## config.mk

```make
export PLATFORM = sky130hd
export DESIGN_NAME = pipe_stage_chain_flat
export DESIGN_NICKNAME = d
export VERILOG_FILES = /design/src/rtl/pipe_stage_chain_pkg.sv /design/src/rtl/pipe_stage_chain_if.sv /design/src/rtl/pipe_stage_chain_stage.sv /design/src/rtl/pipe_stage_chain.sv /design/src/flat_wrapper.sv
export SDC_FILE = /design/constraint.sdc
export NUM_CORES = 1
export LEC_CHECK = 0
export CAP_MARGIN = 20
export CELL_PAD_IN_SITES_DETAIL_PLACEMENT = 1
export CELL_PAD_IN_SITES_GLOBAL_PLACEMENT = 2
export CORE_ASPECT_RATIO = 0.7
export CORE_MARGIN = 2
export CORE_UTILIZATION = 25
export CTS_CLUSTER_DIAMETER = 50
export DETAILED_ROUTE_END_ITERATION = 6
export PLACE_DENSITY = 0.88
export SKIP_CTS_REPAIR_TIMING = 1
export SYNTH_ARGS = -nofsm -noshare
export SYNTH_HDL_FRONTEND = slang
export SYNTH_SLANG_ARGS = --single-unit
```

## constraint.sdc

```tcl
create_clock -name clk -period 1.7 [get_ports clk]
set_clock_uncertainty 0.1 [all_clocks]
set_input_delay 0.255 -clock clk [delete_from_list [all_inputs] [get_ports clk]]
set_output_delay 0.255 -clock clk [all_outputs]
set_load 0.005 [all_outputs]
```

## src/rtl/pipe_stage_chain_pkg.sv

```systemverilog
// Shared constants and helpers for the elastic pipeline stage chain.
// Latency: n/a (compile-time definitions only).
// Backpressure: n/a.
package pipe_pkg;

  localparam int MAX_PIPE_DEPTH  = 8;
  localparam int STALL_CNT_WIDTH = 16;

  // Bits needed to hold a count of 0..depth occupied stages.
  function automatic int occ_width(input int depth);
    return $clog2(depth + 1);
  endfunction

endpackage

```

## src/rtl/pipe_stage_chain_if.sv

```systemverilog
// Handshake and observation bundle between a producer/consumer and the stage chain.
// Latency: n/a (wires only).
// Backpressure: valid/ready on both ends; flush_mask and stage taps are side channels.
interface pipe_stage_chain_if #(
  parameter int DATA_WIDTH = 32,
  parameter int DEPTH      = 2
);

  logic                        in_valid;
  logic [DATA_WIDTH-1:0]       in_data;
  logic                        in_ready;
  logic                        out_valid;
  logic [DATA_WIDTH-1:0]       out_data;
  logic                        out_ready;
  logic [DEPTH-1:0]            flush_mask;
  logic [DEPTH-1:0]            stage_valid;
  logic [DEPTH*DATA_WIDTH-1:0] stage_data;

  // The side that feeds tokens, consumes results and drives flushes.
  modport master (
    output in_valid, in_data, out_ready, flush_mask,
    input  in_ready, out_valid, out_data, stage_valid, stage_data
  );

  // The stage chain itself.
  modport slave (
    input  in_valid, in_data, out_ready, flush_mask,
    output in_ready, out_valid, out_data, stage_valid, stage_data
  );

endinterface

```

## src/rtl/pipe_stage_chain_stage.sv

```systemverilog
// One elastic pipeline stage: valid/data register, flush-qualified valid and local ready.
// Latency: 1 cycle from up_valid to v.
// Backpressure: rdy drops only when holding a live token and the downstream is not ready.
module pipe_stage
  import pipe_pkg::*;
#(
  parameter int                    DATA_WIDTH = 32,
  parameter logic [DATA_WIDTH-1:0] RESET_DATA = '0
) (
  input  logic                  clk,
  input  logic                  rst,
  input  logic                  up_valid,
  input  logic [DATA_WIDTH-1:0] up_data,
  input  logic                  flush,
  input  logic                  down_rdy,
  output logic                  v,
  output logic                  ev,
  output logic [DATA_WIDTH-1:0] d,
  output logic                  rdy
);

  // A flushed token behaves as a bubble in the same cycle, so it never blocks.
  assign ev  = v & ~flush;
  assign rdy = down_rdy | ~ev;

  // Load from upstream when free; data only moves with a valid token so an idle
  // stage keeps its last payload; a blocked stage keeps its (live) token.
  always_ff @(posedge clk) begin
    if (rst) begin
      v <= 1'b0;
      d <= RESET_DATA;
    end else if (rdy) begin
      v <= up_valid;
      if (up_valid) begin
        d <= up_data;
      end
    end else begin
      v <= ev;
    end
  end

endmodule

```

## src/rtl/pipe_stage_chain.sv

```systemverilog
// Elastic chain of DEPTH stages with bubble collapsing, per-stage flush and stage taps.
// Latency: DEPTH-1 cycles after the accepting edge when unstalled; 1 token/cycle throughput.
// Backpressure: ready ripples back combinationally; empty stages keep accepting while output stalls.
// Optional statistics (occupancy, stall_cycles) are built when PIPE_STAGE_CHAIN_STATS_EN is defined.
module pipe_stage_chain
  import pipe_pkg::*;
#(
  parameter int                    DATA_WIDTH = 32,
  parameter int                    DEPTH      = 2,
  parameter logic [DATA_WIDTH-1:0] RESET_DATA = '0
) (
  input  logic                            clk,
  input  logic                            rst,
  pipe_stage_chain_if.slave               bus
`ifdef PIPE_STAGE_CHAIN_STATS_EN
  ,
  output logic [occ_width(DEPTH)-1:0]     occupancy,
  output logic [STALL_CNT_WIDTH-1:0]      stall_cycles
`endif
);

  if (DEPTH < 1 || DEPTH > MAX_PIPE_DEPTH) begin : g_bad_depth
    $fatal(1, "pipe_stage_chain: DEPTH must be within 1..8");
  end

  logic [DEPTH-1:0]                 v;
  logic [DEPTH-1:0]                 ev;
  logic [DEPTH-1:0][DATA_WIDTH-1:0] d;

  // Stage 0 is the youngest; each stage's ready is a separate per-block net so the
  // back-propagating chain is a plain sequence of gates, not a self-referencing vector.
  for (genvar i = 0; i < DEPTH; i++) begin : g_stage
    logic                  up_valid;
    logic [DATA_WIDTH-1:0] up_data;
    logic                  down_rdy;
    logic                  rdy;

    if (i == 0) begin : g_head
      assign up_valid = bus.in_valid;
      assign up_data  = bus.in_data;
    end else begin : g_body
      assign up_valid = ev[i-1];
      assign up_data  = d[i-1];
    end

    if (i == DEPTH - 1) begin : g_tail
      assign down_rdy = bus.out_ready;
    end else begin : g_link
      assign down_rdy = g_stage[i+1].rdy;
    end

    pipe_stage #(
      .DATA_WIDTH (DATA_WIDTH),
      .RESET_DATA (RESET_DATA)
    ) u_stage (
      .clk      (clk),
      .rst      (rst),
      .up_valid (up_valid),
      .up_data  (up_data),
      .flush    (bus.flush_mask[i]),
      .down_rdy (down_rdy),
      .v        (v[i]),
      .ev       (ev[i]),
      .d        (d[i]),
      .rdy      (rdy)
    );
  end

  assign bus.in_ready    = g_stage[0].rdy;
  assign bus.out_valid   = ev[DEPTH-1];
  assign bus.out_data    = d[DEPTH-1];
  assign bus.stage_valid = ev;
  assign bus.stage_data  = d;

`ifdef PIPE_STAGE_CHAIN_STATS_EN
  localparam int OCC_W = occ_width(DEPTH);

  logic [OCC_W-1:0] occ_sum;

  // Count raw (unflushed-qualified) stage valids.
  always_comb begin
    occ_sum = '0;
    for (int i = 0; i < DEPTH; i++) begin
      occ_sum = occ_sum + OCC_W'(v[i]);
    end
  end

  // Occupancy is a registered copy of the current valid count.
  always_ff @(posedge clk) begin
    if (rst) begin
      occupancy <= '0;
    end else begin
      occupancy <= occ_sum;
    end
  end

  // Saturating count of cycles where a token waits on the consumer.
  always_ff @(posedge clk) begin
    if (rst) begin
      stall_cycles <= '0;
    end else if (bus.out_valid && !bus.out_ready &&
                 (stall_cycles != {STALL_CNT_WIDTH{1'b1}})) begin
      stall_cycles <= stall_cycles + STALL_CNT_WIDTH'(1);
    end
  end
`else
  logic unused_v;
  assign unused_v = ^v;
`endif

endmodule

```

## src/flat_wrapper.sv

```systemverilog
// flat-port wrapper written by rule: the top's interface ports become plain ports
module pipe_stage_chain_flat import pipe_pkg::*;
#(
  parameter int                    DATA_WIDTH = 32,
  parameter int                    DEPTH      = 2,
  parameter logic [DATA_WIDTH-1:0] RESET_DATA = '0
)
  (clk, rst, bus_in_valid, bus_in_data, bus_out_ready, bus_flush_mask, bus_in_ready, bus_out_valid, bus_out_data, bus_stage_valid, bus_stage_data);
  pipe_stage_chain_if #(.DATA_WIDTH(DATA_WIDTH), .DEPTH(DEPTH)) bus_i ();
  input  logic clk;
  input  logic rst;
  input wire logic [$bits(bus_i.in_valid)-1:0] bus_in_valid;
  input wire logic [$bits(bus_i.in_data)-1:0] bus_in_data;
  input wire logic [$bits(bus_i.out_ready)-1:0] bus_out_ready;
  input wire logic [$bits(bus_i.flush_mask)-1:0] bus_flush_mask;
  output wire logic [$bits(bus_i.in_ready)-1:0] bus_in_ready;
  output wire logic [$bits(bus_i.out_valid)-1:0] bus_out_valid;
  output wire logic [$bits(bus_i.out_data)-1:0] bus_out_data;
  output wire logic [$bits(bus_i.stage_valid)-1:0] bus_stage_valid;
  output wire logic [$bits(bus_i.stage_data)-1:0] bus_stage_data;
  assign bus_i.in_valid = bus_in_valid;
  assign bus_i.in_data = bus_in_data;
  assign bus_i.out_ready = bus_out_ready;
  assign bus_i.flush_mask = bus_flush_mask;
  assign bus_in_ready = bus_i.in_ready;
  assign bus_out_valid = bus_i.out_valid;
  assign bus_out_data = bus_i.out_data;
  assign bus_stage_valid = bus_i.stage_valid;
  assign bus_stage_data = bus_i.stage_data;
  pipe_stage_chain #(.DATA_WIDTH(DATA_WIDTH), .DEPTH(DEPTH), .RESET_DATA(RESET_DATA)) u_core (.clk(clk), .rst(rst), .bus(bus_i));
endmodule
```

## Word-level counts from Yosys, hierarchy flattened

Index checks and enable logic that the tools add are counted.
W data, S select, Z words.

| cells by class | value |
|---|---|
| mux-type cells | 2 |
| bitwise operators | 8 |
| reduce and logical (&&, ||, !) cells | 2 |

Operators by type and width:

| cell | number |
|---|---|
| $not A1 Y1 | 4 |
| $reduce_and A2 Y1 | 2 |
| $and A1 B1 Y1 | 2 |
| $mux W1 | 2 |
| $or A1 B1 Y1 | 2 |

| storage, ports and cells | value |
|---|---|
| input port bits | 38 |
| word-level logic and storage cells | 16 |
| output and inout bits | 100 |
| register bits after elaboration | 66 |

## Logic depth before layout (Yosys ltp)

Gate-level depths: netlist (run 1).

| depth | value |
|---|---|
| word-level depth | 6 |
| depth in mapped cells | 6 |
| depth with buffers taken out | 4 |

## By module

Synthesis (run 1) repeated with hierarchy kept, for this count alone.

| second synthesis, totals | value |
|---|---|
| cell total of the unflattened synthesis | 326 |
| area, all modules | 3290.7 um^2 |

By module, submodules not included:

| module | seq. area each (um^2) | cells each | area each (um^2) | times used |
|---|---|---|---|---|
| pipe_stage | 660.6 | 146 | 1517.7 | 2 |
| pipe_stage_chain | 0.0 | 34 | 255.2 | 1 |

## Worst setup path before layout (run 1)

Ideal clock, no wire load.

| timing | value |
|---|---|
| kind | input port to flip-flop |
| from | input port bus_flush_mask[0] |
| to | register u_core.g_stage[0].u_stage.d[10] |
| slack | 0.298 ns |
| cell stages on the path | 5 |
| buffers on the path | 2 |
| setup time | 0.146 ns |
| required time | 1.454 ns |
| arrival time | 1.155 ns |
| cell sequence | nand2b_1 > buf_2 > buf_1 > a41oi_1 > o311ai_2 |

| on the way | value |
|---|---|
| word-level cells in the longest chain between the ends | 5 |

Ends and longest elaborated chain:

| item | RTL line | source |
|---|---|---|
| start: declaration | flat_wrapper.sv:15 | `input wire logic [$bits(bus_i.flush_mask)-1:0] bus_flush_mask;` |
| $not A1 Y1 | pipe_stage_chain_stage.sv:23 | `assign ev = v & ~flush;` |
| $and A1 B1 Y1 | pipe_stage_chain_stage.sv:23 |  |
| $not A1 Y1 | pipe_stage_chain_stage.sv:24 | `assign rdy = down_rdy \| ~ev;` |
| $or A1 B1 Y1 | pipe_stage_chain_stage.sv:24 |  |
| $reduce_and A2 Y1 (no source line) | - |  |
| end signal: assignment | pipe_stage_chain_stage.sv:35 | `d <= up_data;` |
| end: declaration | pipe_stage_chain_stage.sv:18 | `output logic [DATA_WIDTH-1:0] d,` |

Every way passes these cells.
A chain may end at the register's enable or synchronous reset.

## Final worst setup path (run 1)

| timing | value |
|---|---|
| from | input port bus_flush_mask[0] |
| to | register u_core.g_stage[0].u_stage.d[0] |

Same word-level chain as after synthesis.

==> flow_metrics.tcl, run 1 <==
set metrics [dict create \
    status "complete, no violations" \
    synth-seq-cells 66 \
    endpoint_kind "flip-flop" \
    die_area_sq_um 15500 \
    required_ns 1.78 \
    pin_count 138 \
    switching_share_pct 26.2 \
    pwr-share-clk_pct 43.1 \
    synth_compound_area_share_pct 28.1 \
    area.sequential_sq_um 1320 \
    holdCritPathClass "in -> reg" \
    slew_headroom_pct 73.9 \
    routedWlPerCell_um 18.5 \
    drt_iter0_drc 205 \
    wl_mm 12.9 \
    synth_cells 423 \
    startpoint_type "primary input" \
    gr-total-overflow 0 \
    cts_htree_levels 3 \
    avgSynthCellArea_sq_um 8.58 \
    drc 0 \
    clk-insertion-delay-late_ns 0.32 \
    cts_buffers 9 \
    fin_cells 696 \
    worstSetupPathType "in -> reg" \
    root_buffer "clkbuf_16" \
    synth_area_sq_um 3630 \
    synth_top_family_by_area "compound AO/OA/AOI/OAI gates" \
    viasPerCell 5.37 \
    die_width_um 148 \
    cap_viol_max_count 0 \
    dp.cells 680 \
    synthSimpleGateAreaFrac_pct 21.0 \
    utilization_pct 37.9 \
    finalHoldViolations 0 \
    multi_input_area_sq_um 1800 \
    ir_worst_vdd_uv 374 \
    power_density_nw_per_um2 824 \
    ys_types 21 \
    power_frac_seq_pct 39.7 \
    timing.final.crit_period_ns 1.64 \
    cp_max_fo 25 \
    gp_congestion 0.725 \
    ys_warn_count 0 \
    fillCellCount 1613 \
    cts_tree "built" \
    worst_ep_arrival_time_ns 1.72 \
    dr.pass1.iters 4 \
    switchingPower_mw 1.15 \
    grt_pass1_vias 3971 \
    fin_nets 539 \
    report.final.slew_viol_count 0 \
    synth.area.mux_share_pct 0 \
    drt.antenna.violating_nets 0 \
    dp_hpwl_mm 8.63 \
    fin_crit_sh_pct 96.5 \
    worst_hold_slack_ns 0.234 \
    combPwrFrac_pct 17.2 \
    die_h_um 105 \
    vias 3738 \
    coreArea_sq_um 14100 \
    worst_pin_slew_ns 0.391 \
    final.setup.tns_ns 0 \
    antenna_found_initial 0 \
    p_leak_nw 1.72 \
    total_power_mw 4.39 \
    start_util_pct 25.8 \
    path_clk_slew_ns 0.06 \
    cts.sinks 66 \
    synthToLayoutAreaGrowth_pct 46.9 \
    antenna_cells 0 \
    internal_power_mw 3.24 \
    grt_max_degree 85 \
    ys_seq_area_share_pct 36.4 \
    rsz0062_at_grt "no" \
    portBuffers 137 \
    synthXorXnorAreaFrac_pct 0 \
    fmax_mhz 610 \
    synth_fa_ha_area_share_pct 0 \
    grt_usage_pct 16.8 \
    rows 36 \
    clockBufferDepth 2 \
    grt_pass1_wl_mm 21.1 \
    syn_nets 461 \
    setup_viol 0 \
    drive_gt1_share_pct 12.5 \
]
power groups by stage:
stage | clock, mW | combinational, mW | sequential, mW
after global routing | 2.00 | 0.819 | 1.76
after CTS | 1.94 | 0.764 | 1.74
after floorplan | 0 | 0.340 | 1.75
final | 1.90 | 0.754 | 1.74
after global placement | 0 | 0.727 | 1.77
after detailed placement | 0 | 0.757 | 1.78
placed cells by master (no fill, tap or decap), types with 2 or more instances in the layout:
master and instances:
a41oi_1 32, dlymetal6s2s_1 6, clkinvlp_4 3, o311ai_0 15
inv_2 2, nand3_1 32, nor3b_1 32, o311ai_2 17
nand4_1 32, a21oi_1 34, clkdlybuf4s50_1 129, nand2_1 33
buf_2 2, clkbuf_16 9, buf_4 11, o21ai_0 32
buf_12 10, dfxtp_1 65
per-stage QoR:
stage | cell area (sq um) | worst slack (ns)
floorplan | 3630 | 0.298
global placement | 5010 | -0.299
detailed placement | 5010 | -0.322
CTS | 5310 | -0.324
global route | 5330 | 0.00271
finish | 5330 | 0.0595
metal layers:
layer	GRT usage (%)	up-vias	share of wire [%]
met4	3.13	0	0.91
li1	-	1748	-
met1	22.0	1875	47
met2	27.7	102	47
met5	0	-	0
met3	4.63	13	5.4
final timing paths:
| path | from | end | slack (ns) | cells after the start |
|---|---|---|---|---|
| setup / recovery | bus_flush_mask[0] | u_core.g_stage[0].u_stage.d[0] | 0.06 | 6 |
| hold / removal | rst | u_core.g_stage[1].u_stage.d[10] | 0.23 | 3 |
| setup reg to reg | u_core.g_stage[0].u_stage.v | u_core.g_stage[0].u_stage.d[0] | 0.16 | 5 |
| hold reg to reg | u_core.g_stage[1].u_stage.d[6] | u_core.g_stage[1].u_stage.d[6] | 0.39 | 2 |
flip-flops by register name, indices dropped and copies added (netlist names):
name	cells
u_core.g_stage.u_stage.d	64
u_core.g_stage.u_stage.v	2
logic make-up (layout without fill, tap and decap cells):
group	after synthesis	count (layout)
AO/OA/AOI/OAI	130	130
buffers and inverters	93	176
AND/OR/NAND/NOR	134	134
flip-flops	66	66
cells in the mapped netlist:
cell type  instances  area (sq um)
or3b_1             1          8.76
nand4_1           32           200
nor2b_1            1          6.26
clkbuf_1          28           105
buf_4             34           255
a41oi_1           32           280
nor2_1             1          3.75
nand2_1           33           124
nor3b_2            1          12.5
inv_1              2          7.51
o311ai_2          17           277
dfxtp_1           66          1320
nand3_1           32           160
buf_1              4          15.0
nor3b_1           32           240
o311ai_0          15           131
o21ai_0           32           160
buf_2             22           110
nand2b_1           1          6.26
buf_6              3          33.8
a21oi_1           34           170
worst max-delay path: stages:
cell and delay, ns:
clkdlybuf4s50_1 0.44, nand2b_4 0.16, buf_4 0.23, buf_12 0.19, a41oi_1 0.24, o311ai_0 0.18
layout make-up:
type | count | share of cell area (%)
inverters | 2 | 0.141
flip-flops and latches | 66 | 24.8
clock inverters | 6 | 1.24
clock buffers | 10 | 4.48
well taps | 190 | 4.46
multi-input cells | 264 | 33.7
repair buffers | 158 | 31.1
Note: power is estimated with default switching activity, not from simulation.
==> run 2: changes to the inputs <==
Settings changed: CORE_ASPECT_RATIO 0.7 to 1.2.
==> run 2 against run 1 <==
Compared with the run above: fmax shrank 0.17%; routed wire length up 0.27%; design area is 0.19% higher; clock-buffer cell count increased by 3; critical path depth shrank 5; final cell count down 1.6%; hold slack got worse by 0.022 ns; sequential cell count unchanged; largest cell class unchanged; largest power group is now registers.
==> flow_metrics.tcl, run 2 (same netlist as run 1, synthesis figures left out) <==
set metrics [dict create \
    dp_hpwl_mm 9.00 \
    fmax_mhz 609 \
    final_common_cell "clkdlybuf4s50_1" \
    switching_share_pct 26.1 \
    required_ns 1.34 \
    path_buf_inv 1 \
    worst_hold_slack_ns 0.212 \
    setup_viol 0 \
    grt_max_degree 67 \
    status "complete, no violations" \
    power_density_nw_per_um2 795 \
    rows 48 \
    grt_usage_pct 16.4 \
    fin_nets 544 \
    cp_top_family "buffers and inverters" \
    synthToLayoutAreaGrowth_pct 47.2 \
    largest_register "u_core.g_stage.u_stage.d" \
    startpoint_type "flip-flop" \
    gp_congestion 0.803 \
    report.final.slew_viol_count 0 \
    worstPathCellList "clkdlybuf4s50_1" \
    clockBufferDepth 2 \
    clk-insertion-delay-late_ns 0.33 \
    die_area_sq_um 15500 \
    placed_area_sq_um 5040 \
    largest_reg_flops 64 \
    cts.sinks 66 \
    holdCritPathClass "in -> reg" \
    fin_crit_sh_pct 96.7 \
    grt_pass1_wl_mm 20.1 \
    drt_iter0_drc 189 \
    slowest_delay_ns 0.56 \
    final_cell_area_sq_um 5340 \
    layout_setup_ws_ns 0.0567 \
    path_clk_slew_ns 0.06 \
    wl_mm 12.9 \
    multi_input_area_sq_um 1800 \
    worst_pin_slew_ns 0.391 \
    gr-total-overflow 0 \
    vias 3751 \
    viasPerCell 5.48 \
    cp_max_fo 4 \
    pin_count 138 \
    rsz0062_at_grt "no" \
    power_frac_seq_pct 41.2 \
    antenna_found_initial 0 \
    dp_slack_ns -0.269 \
    portBuffers 137 \
    die_width_um 114 \
    utilization_pct 37.4 \
    routedWlPerCell_um 18.9 \
    worstSetupPathType "reg -> out" \
    grt_pass1_vias 3773 \
    dr.pass1.iters 4 \
    combPwrFrac_pct 18.0 \
    cts_tree "built" \
    internal_power_mw 3.14 \
    slew_headroom_pct 73.6 \
    root_buffer "clkbuf_16" \
    finalHoldViolations 0 \
    final_cell_mix "clkdlybuf4s50_1 (129), dfxtp_1 (66), a21oi_1 (34)" \
    area.sequential_sq_um 1320 \
    timing.final.crit_period_ns 1.64 \
    cap_viol_max_count 0 \
    start_util_pct 25.4 \
    cts_buffers 9 \
    endpoint_kind "output pin" \
    antenna_cells 0 \
    pwr-share-clk_pct 40.8 \
    drc 0 \
    coreArea_sq_um 14300 \
    drt.antenna.violating_nets 0 \
    p_leak_nw 1.75 \
    reg.largest.list "u_core.g_stage.u_stage.d (64), u_core.g_stage.u_stage.v (2)" \
    fillCellCount 1668 \
    ir_worst_vdd_uv 333 \
    die_h_um 136 \
    slowest_stage "clkdlybuf4s50_1" \
    switchingPower_mw 1.11 \
    worst_ep_arrival_time_ns 1.29 \
    drive_gt1_share_pct 12.4 \
    cts_htree_levels 3 \
]
-- run 2: final timing paths --
kind	startpoint	end	slack [ns]	cells after the start
worst min-delay path	rst	u_core.g_stage[1].u_stage.d[22]	0.21	2
worst max register to register	u_core.g_stage[1].u_stage.v	u_core.g_stage[0].u_stage.d[28]	0.12	5
worst max-delay path	u_core.g_stage[0].u_stage.d[2]	bus_stage_data[2]	0.06	1
worst min register to register	u_core.g_stage[1].u_stage.d[4]	u_core.g_stage[1].u_stage.d[4]	0.40	2
-- run 2: through the flow --
step           setup TNS [ns]  power, mW  cells
3_5_place_dp           -10.77       2.55    669
2_1_floorplan               0       2.09    423
4_1_cts                -0.523       4.30    684
6_report                    0       4.25    685
5_1_grt                     0       4.43    685
3_3_place_gp            -8.46       2.52    669
-- run 2: area by class of cell --
| cell class | instances | share of cell area (%) |
|---|---|---|
| Clock inverter | 2 | 0.234 |
| Timing Repair Buffer | 163 | 32.2 |
| Sequential cell | 66 | 24.7 |
| Clock buffer | 13 | 4.87 |
| Tap cell | 175 | 4.10 |
| Multi-Input combinational cell | 264 | 33.7 |
| Inverter | 2 | 0.141 |
-- run 2: power groups by stage --
stage                     clock [mW]  combinational (mW)  sequential [mW]
after floorplan                    0               0.340             1.75
after global placement             0               0.743             1.78
after detailed placement           0               0.770             1.78
after CTS                       1.77               0.774             1.75
after global routing            1.84               0.829             1.76
final                           1.74               0.765             1.75
-- run 2: layer usage --
metal | routed length, um | vias up | share of wire [%] | track usage [%]
met5 | 0 | - | 0 | 0
met4 | 123 | 0 | 0.95 | 4.40
met3 | 733 | 9 | 5.7 | 3.74
met2 | 7110 | 105 | 55 | 31.6
met1 | 4980 | 1880 | 38 | 17.7
li1 | - | 1757 | - | -
==> run 3: changes to the inputs <==
Settings changed: TNS_END_PERCENT from default to 10.
==> results of run 3 <==
The final DEF is identical to that of run 2; final timing and power are the same.
